**src/rtl/fifo_byte_serializer_pkg.sv**
```systemverilog
// ============================================================================
// fifo_pkg : shared types and constants for the FIFO byte serializer
// Rev 1.0
// ============================================================================
`default_nettype none

package fifo_pkg;

  localparam int DATA_WIDTH     = 32;
  localparam int BYTE_WIDTH     = 8;
  localparam int BYTES_PER_WORD = DATA_WIDTH / BYTE_WIDTH;
  localparam int IDX_WIDTH      = (BYTES_PER_WORD > 1) ? $clog2(BYTES_PER_WORD) : 1;

  typedef enum logic [1:0] {
    IDLE = 2'd0,
    POP  = 2'd1,
    LOAD = 2'd2,
    SEND = 2'd3
  } state_e;

endpackage

`default_nettype wire

```
**src/rtl/fifo_byte_serializer_if.sv**
```systemverilog
// ============================================================================
// fifo_byte_serializer_if : FIFO read port plus valid/ready byte stream
// Rev 1.0
// ============================================================================
`default_nettype none

interface fifo_byte_serializer_if #(
  parameter int DATA_WIDTH = fifo_pkg::DATA_WIDTH,
  parameter int BYTE_WIDTH = fifo_pkg::BYTE_WIDTH
);

  logic                  fifo_empty;
  logic [DATA_WIDTH-1:0] fifo_data;
  logic                  fifo_re;
  logic [BYTE_WIDTH-1:0] byte_out;
  logic                  byte_valid;
  logic                  byte_ready;
  logic                  byte_last;

  // master = the serializer, slave = FIFO plus byte sink
  modport master (
    input  fifo_empty, fifo_data, byte_ready,
    output fifo_re, byte_out, byte_valid, byte_last
  );

  modport slave (
    output fifo_empty, fifo_data, byte_ready,
    input  fifo_re, byte_out, byte_valid, byte_last
  );

endinterface

`default_nettype wire

```
**src/rtl/fifo_byte_serializer_byte_select.sv**
```systemverilog
// ============================================================================
// fifo_byte_serializer_byte_select : combinational N:1 byte mux
// Rev 1.0
// ============================================================================
`default_nettype none

module fifo_byte_serializer_byte_select
  import fifo_pkg::*;
#(
  parameter int DATA_WIDTH = fifo_pkg::DATA_WIDTH,
  parameter int BYTE_WIDTH = fifo_pkg::BYTE_WIDTH,
  parameter int MSB_FIRST  = 0,
  parameter int IW         = fifo_pkg::IDX_WIDTH
) (
  input  logic [DATA_WIDTH-1:0] word_i,
  input  logic [IW-1:0]         idx_i,
  output logic [BYTE_WIDTH-1:0] byte_o
);

  localparam int N = DATA_WIDTH / BYTE_WIDTH;

  logic [BYTE_WIDTH-1:0] w_bytes [N];

  // w_bytes[i] is the i-th byte in transmit order
  for (genvar g = 0; g < N; g++) begin : g_split
    if (MSB_FIRST != 0) begin : g_msb
      assign w_bytes[g] = word_i[(N-1-g)*BYTE_WIDTH +: BYTE_WIDTH];
    end else begin : g_lsb
      assign w_bytes[g] = word_i[g*BYTE_WIDTH +: BYTE_WIDTH];
    end
  end

  assign byte_o = w_bytes[idx_i];

endmodule

`default_nettype wire

```
**src/rtl/fifo_byte_serializer.sv**
```systemverilog
// ============================================================================
// fifo_byte_serializer : pops FIFO words and streams them out byte by byte
// Rev 1.0
// ============================================================================
`default_nettype none

module fifo_byte_serializer
  import fifo_pkg::*;
#(
  parameter int DATA_WIDTH = fifo_pkg::DATA_WIDTH,
  parameter int BYTE_WIDTH = fifo_pkg::BYTE_WIDTH,
  parameter int MSB_FIRST  = 0,
  parameter int CNT_WIDTH  = 16
) (
  input  logic                         clk,
  input  logic                         rst,
  input  logic                         en_i,
  fifo_byte_serializer_if.master       ser,
  output logic                         busy_o,
  output logic [CNT_WIDTH-1:0]         word_count_o
);

  localparam int N  = DATA_WIDTH / BYTE_WIDTH;
  localparam int IW = (N > 1) ? $clog2(N) : 1;
  localparam logic [IW-1:0] LAST_IDX = IW'(N - 1);

  state_e                state_q, state_d;
  logic [DATA_WIDTH-1:0] shift_q, shift_d;
  logic [IW-1:0]         idx_q,   idx_d;
  logic [CNT_WIDTH-1:0]  cnt_q,   cnt_d;
  logic [BYTE_WIDTH-1:0] sel_byte;
  logic                  send_st;
  logic                  can_pop;

  assign send_st = (state_q == SEND);
  assign can_pop = en_i && !ser.fifo_empty;

  always_ff @(posedge clk) begin
    if (!rst) begin
      state_q <= IDLE;
      shift_q <= '0;
      idx_q   <= '0;
      cnt_q   <= '0;
    end else begin
      state_q <= state_d;
      shift_q <= shift_d;
      idx_q   <= idx_d;
      cnt_q   <= cnt_d;
    end
  end

  always_comb begin
    state_d = state_q;
    shift_d = shift_q;
    idx_d   = idx_q;
    cnt_d   = cnt_q;
    unique case (state_q)
      IDLE: if (can_pop) state_d = POP;
      POP:  state_d = LOAD;
      LOAD: begin
        shift_d = ser.fifo_data;
        idx_d   = '0;
        state_d = SEND;
      end
      SEND: begin
        if (ser.byte_ready) begin
          if (idx_q == LAST_IDX) begin
            // word fully accepted: chain straight into the next pop if allowed
            cnt_d   = cnt_q + CNT_WIDTH'(1);
            state_d = can_pop ? POP : IDLE;
          end else begin
            idx_d = idx_q + IW'(1);
          end
        end
      end
      default: state_d = IDLE;
    endcase
  end

  fifo_byte_serializer_byte_select #(
    .DATA_WIDTH (DATA_WIDTH),
    .BYTE_WIDTH (BYTE_WIDTH),
    .MSB_FIRST  (MSB_FIRST),
    .IW         (IW)
  ) u_byte_select (
    .word_i (shift_q),
    .idx_i  (idx_q),
    .byte_o (sel_byte)
  );

  assign ser.fifo_re    = (state_q == POP);
  assign ser.byte_valid = send_st;
  assign ser.byte_out   = send_st ? sel_byte : '0;
  assign ser.byte_last  = send_st && (idx_q == LAST_IDX);
  assign busy_o         = (state_q != IDLE);
  assign word_count_o   = cnt_q;

endmodule

`default_nettype wire

```
**src/flat_wrapper.sv**
```systemverilog
// flat-port wrapper written by rule: the top's interface ports become plain ports
module fifo_byte_serializer_flat import fifo_pkg::*;
#(
  parameter int DATA_WIDTH = fifo_pkg::DATA_WIDTH,
  parameter int BYTE_WIDTH = fifo_pkg::BYTE_WIDTH,
  parameter int MSB_FIRST  = 0,
  parameter int CNT_WIDTH  = 16
)
  (clk, rst, en_i, busy_o, word_count_o, ser_fifo_empty, ser_fifo_data, ser_byte_ready, ser_fifo_re, ser_byte_out, ser_byte_valid, ser_byte_last);
  fifo_byte_serializer_if #(.DATA_WIDTH(DATA_WIDTH), .BYTE_WIDTH(BYTE_WIDTH)) ser_i ();
  input  logic clk;
  input  logic rst;
  input  logic en_i;
  output logic busy_o;
  output logic [CNT_WIDTH-1:0] word_count_o;
  input wire logic [$bits(ser_i.fifo_empty)-1:0] ser_fifo_empty;
  input wire logic [$bits(ser_i.fifo_data)-1:0] ser_fifo_data;
  input wire logic [$bits(ser_i.byte_ready)-1:0] ser_byte_ready;
  output wire logic [$bits(ser_i.fifo_re)-1:0] ser_fifo_re;
  output wire logic [$bits(ser_i.byte_out)-1:0] ser_byte_out;
  output wire logic [$bits(ser_i.byte_valid)-1:0] ser_byte_valid;
  output wire logic [$bits(ser_i.byte_last)-1:0] ser_byte_last;
  assign ser_i.fifo_empty = ser_fifo_empty;
  assign ser_i.fifo_data = ser_fifo_data;
  assign ser_i.byte_ready = ser_byte_ready;
  assign ser_fifo_re = ser_i.fifo_re;
  assign ser_byte_out = ser_i.byte_out;
  assign ser_byte_valid = ser_i.byte_valid;
  assign ser_byte_last = ser_i.byte_last;
  fifo_byte_serializer #(.DATA_WIDTH(DATA_WIDTH), .BYTE_WIDTH(BYTE_WIDTH), .MSB_FIRST(MSB_FIRST), .CNT_WIDTH(CNT_WIDTH)) u_core (.clk(clk), .rst(rst), .en_i(en_i), .ser(ser_i), .busy_o(busy_o), .word_count_o(word_count_o));
endmodule
```
**config.mk**
```make
export PLATFORM = sky130hd
export DESIGN_NAME = fifo_byte_serializer_flat
export DESIGN_NICKNAME = d
export VERILOG_FILES = /design/src/rtl/fifo_byte_serializer_pkg.sv /design/src/rtl/fifo_byte_serializer_if.sv /design/src/rtl/fifo_byte_serializer_byte_select.sv /design/src/rtl/fifo_byte_serializer.sv /design/src/flat_wrapper.sv
export SDC_FILE = /design/constraint.sdc
export NUM_CORES = 1
export LEC_CHECK = 0
export BUFFER_PORTS_ARGS = -buffer_cell sky130_fd_sc_hd__clkbuf_2
export CAP_MARGIN = 40
export CORE_AREA = 2 2 77 79
export DETAILED_ROUTE_END_ITERATION = 8
export DIE_AREA = 0 0 79 81
export GPL_TIMING_DRIVEN = 1
export PLACE_DENSITY = 0.65
export SYNTH_ARGS = -nofsm -noshare
export SYNTH_HDL_FRONTEND = slang
export SYNTH_SLANG_ARGS = --single-unit
export TNS_END_PERCENT = 100
```
**constraint.sdc**
```tcl
create_clock -name clk -period 2.4 [get_ports clk]
set_input_delay 0.48 -clock clk [delete_from_list [all_inputs] [get_ports clk]]
set_output_delay 0.48 -clock clk [all_outputs]
set_load 0.005 [all_outputs]
```
==> results.md <==
- Status: complete, no violations
- Vias per cell: 4.87
- Antenna Cells: 0
- Antenna violations before repair: 0
- Post-Synth XOR/XNOR Area: 4.34%
- Footprint of the multi-input gates: 0.00130 mm²
- DR vias: 1845
- Final Setup Violations: 0
- Pre-CTS setup slack: 0.392 ns
- Area fraction of the dominant cell type after synthesis: 43.0%
- Synthesis-to-finish area growth: 20.0%
- Critical Path Slowest Stage Cell: dfxtp_1
- Drt first pass iters: 4
- Pint: 0.00149 W
- Syn nets: 285
- CP Launch Type: register
- Period minus WS final: 2.17 ns
- Mapped Area: 0.00242 mm²
- Area contributors post-synth: dfxtp_1, mux2i_1, mux4_2, nor2_1, ha_1
- Clock Power Share: 23.4%
- Port bufs: 64
- Post-synth EDFFs: 0
- Post-Syn Area per Cell: 10.1 µm²
- Peak VDD IR: 0.000355 V
- Clock Skew: 0.00850 ns
- Final cell count without fillers: 379
- Vias in the first global route: 1812
- Placer Congestion: 0.781
- Crit share post-route: 90.5%
- Setup ws final: 0.227 ns
- DRC: 0
- CTS Buf Count: 5
- Share of cells above drive strength 1: 30.6%
- Io pins: 65
- Hold slack: 0.396 ns
- Hold buffers post-CTS: 0
- Final slew viol count: 0
- Routed Antenna Nets: 0
- Clock transition at path regs: 0.10 ns
- Worst skew pair latency: 0.31 ns
- H-Tree Depth: 2
- Clk buf depth: 2
- Row cnt: 28
- Post-Synth Adder-Cell Area: 4.14%
- Ys Warns: 0
- Post-synthesis sequential area ratio: 43.0%
- CP max stage delay: 0.57 ns
- Main combinational cell family by area after synthesis: multiplexers
- Die height: 81 µm
- DRT iter0 DRCs: 67
- Setup CP Type: register to output port
- CTS tree: done
- Simple-gate share of the synthesized area: 20.6%
- All-Layer GR Usage: 16.8%
- # nets final: 348
- Synth area leader: dfxtp_1
- MaxCap Viol Count: 0
- Sink Count: 52
- Cells after DPL: 371
- CP Cell Sequence: mux4_2, and2_1, clkbuf_2
- Post-synth cell types: 34
- Slew @ Worst Pin: 0.499 ns
- Final Hold Viols: 0
- Setup TNS Final: 0 ns
- Switching portion of total power: 30.7%
- RSZ-0062 raised after global routing: no
- FMAX: 460 MHz
- Clk root buf: clkbuf_8
- First-pass GRT wire length: 8460 µm
- NetSw: 0.000660 W
- Leakage: 1.21 nW
- HPWL Detailed: 3570 µm
- Fillers: 562
- FF+latch count, synth: 52
- Asr flop ratio synth: 0%
- PD cells: 740 mW/mm²
- Multiplexer share of the synthesized area: 22.3%
- Max FO, Critical Path: 6
- Horiz. Die Dim: 79 µm
- Hold crit path type: primary input to register
- Crit path DAT: 1.69 ns
- Cells after Synth: 240
- Die area: 0.00640 mm²
- Register share of total power: 48.9%
- WL/cell: 13.1 µm
- Max-Slew Margin vs Limit: 66.7%
- Initial Util: 42.6%
- Largest net degree at the start of global routing: 49
- Compound-cell area share of the yosys netlist: 2.17%
- Post-Route WL: 4950 µm
- CP required: 1.92 ns
- CP endpoint kind: output port
- Final core occ: 51.2%
- Post-synth top flop: dfxtp_1
- Comb power frac: 27.6%
- Grt total ovfl: 0
- CORE AREA: 0.00568 mm²
- Register area: 0.00104 mm²
-- state kept, by name, summed over array words and instances, names as in the netlist --
name                 cells
u_core.idx_q             2
u_core.shift_q          32
u_core.state_q           2
u_core.word_count_o     16
-- cell families after synthesis --
logic type	after synthesis
AND/OR/NAND/NOR	96
flip-flops	52
multiplexers	44
buffers and inverters	20
XOR/XNOR	12
AO/OA/AOI/OAI	8
adder cells (fa/ha/maj)	8
-- metal layers --
metal | routed length, µm | vias to the layer above | track usage, % | part of all wire [%]
met5 | 0 | - | 0 | 0
met4 | 68 | 0 | 5.69 | 1.4
met3 | 281 | 10 | 4.56 | 5.7
met2 | 2400 | 47 | 28.5 | 49
met1 | 2200 | 845 | 20.9 | 44
li1 | - | 943 | - | -
-- path summary, 6_finish.rpt --
| check | startpoint | endpoint | slack, ns | cells past startpoint |
|---|---|---|---|---|
| worst max-delay path | u_core.idx_q[1] | ser_byte_out[0] | 0.23 | 3 |
| worst min-delay path | ser_fifo_data[25] | u_core.shift_q[25] | 0.40 | 3 |
| worst max register to register | u_core.idx_q[1] | u_core.state_q[0] | 0.39 | 6 |
| worst min register to register | u_core.word_count_o[15] | u_core.word_count_o[15] | 0.49 | 2 |
-- layout make-up --
type,instances,area share (%)
Multi-Input combinational cell,168,44.7
Sequential cell,52,35.9
Timing Repair Buffer,68,12.1
Tap cell,75,3.23
Clock buffer,6,2.50
Inverter,8,1.03
Clock inverter,2,0.560
-- critical path: cells and delay by family (launching register included) --
family        cells  cell delay, ns
mux               1            0.55
buf+inv           1            0.10
flops             1            0.57
simple gates      1            0.17
-- repair_timing --
action,in CTS,in global routing
buffers inserted,0,0
resized for setup,0,1
hold endpoints to repair,0,0
setup endpoints to repair,0,3
-- placed cells by master, fill, tap and decap left out, types with 2 or more instances in the layout --
cell and n:
nand3_1 5, nor2_1 47, clkbuf_2 64, nand4_2 2, nand2b_1 4, nor2_2 2
dfxtp_1 51, buf_4 4, and2_1 8, mux4_2 8, nand2_1 10, mux2i_1 36
clkbuf_8 5, nor3_1 3, inv_1 7, ha_1 7, nand4_1 2, xor2_1 3
nor2b_1 2, xnor2_1 9, nor4_1 3, a21oi_1 4, and3_1 2
-- cell usage after synthesis (2+ instances only) --
| library cell | number |
|---|---|
| dfxtp_1 | 52 |
| nor2_1 | 47 |
| mux2i_1 | 36 |
| nand2_1 | 10 |
| xnor2_1 | 9 |
| and2_1 | 8 |
| ha_1 | 8 |
| mux4_2 | 8 |
| inv_1 | 7 |
| buf_2 | 6 |
| nand3_1 | 5 |
| a21oi_1 | 4 |
| clkbuf_1 | 4 |
| nand2b_1 | 4 |
| nor3_1 | 3 |
| nor4_1 | 3 |
| xor2_1 | 3 |
| and3_1 | 2 |
| buf_1 | 2 |
| nand4_1 | 2 |
| nand4_2 | 2 |
| nor2_2 | 2 |
| nor2b_1 | 2 |
-- power by group through the flow --
stage	sequential, W	combinational [W]	clock (W)
2_1_floorplan	0.00105	0.000467	0
3_3_place_gp	0.00107	0.000578	0
3_5_place_dp	0.00107	0.000596	0
4_1_cts	0.00105	0.000599	0.000518
5_1_grt	0.00106	0.000662	0.000554
6_report	0.00105	0.000594	0.000504
-- stage by stage --
step | cell area (µm²) | total power (W)
final | 2900 | 0.00215
after global routing | 2900 | 0.00228
after CTS | 2900 | 0.00217
after detailed placement | 2810 | 0.00167
after global placement | 2810 | 0.00165
after floorplan | 2420 | 0.00151
Note: power is estimated with default switching activity, not from simulation.
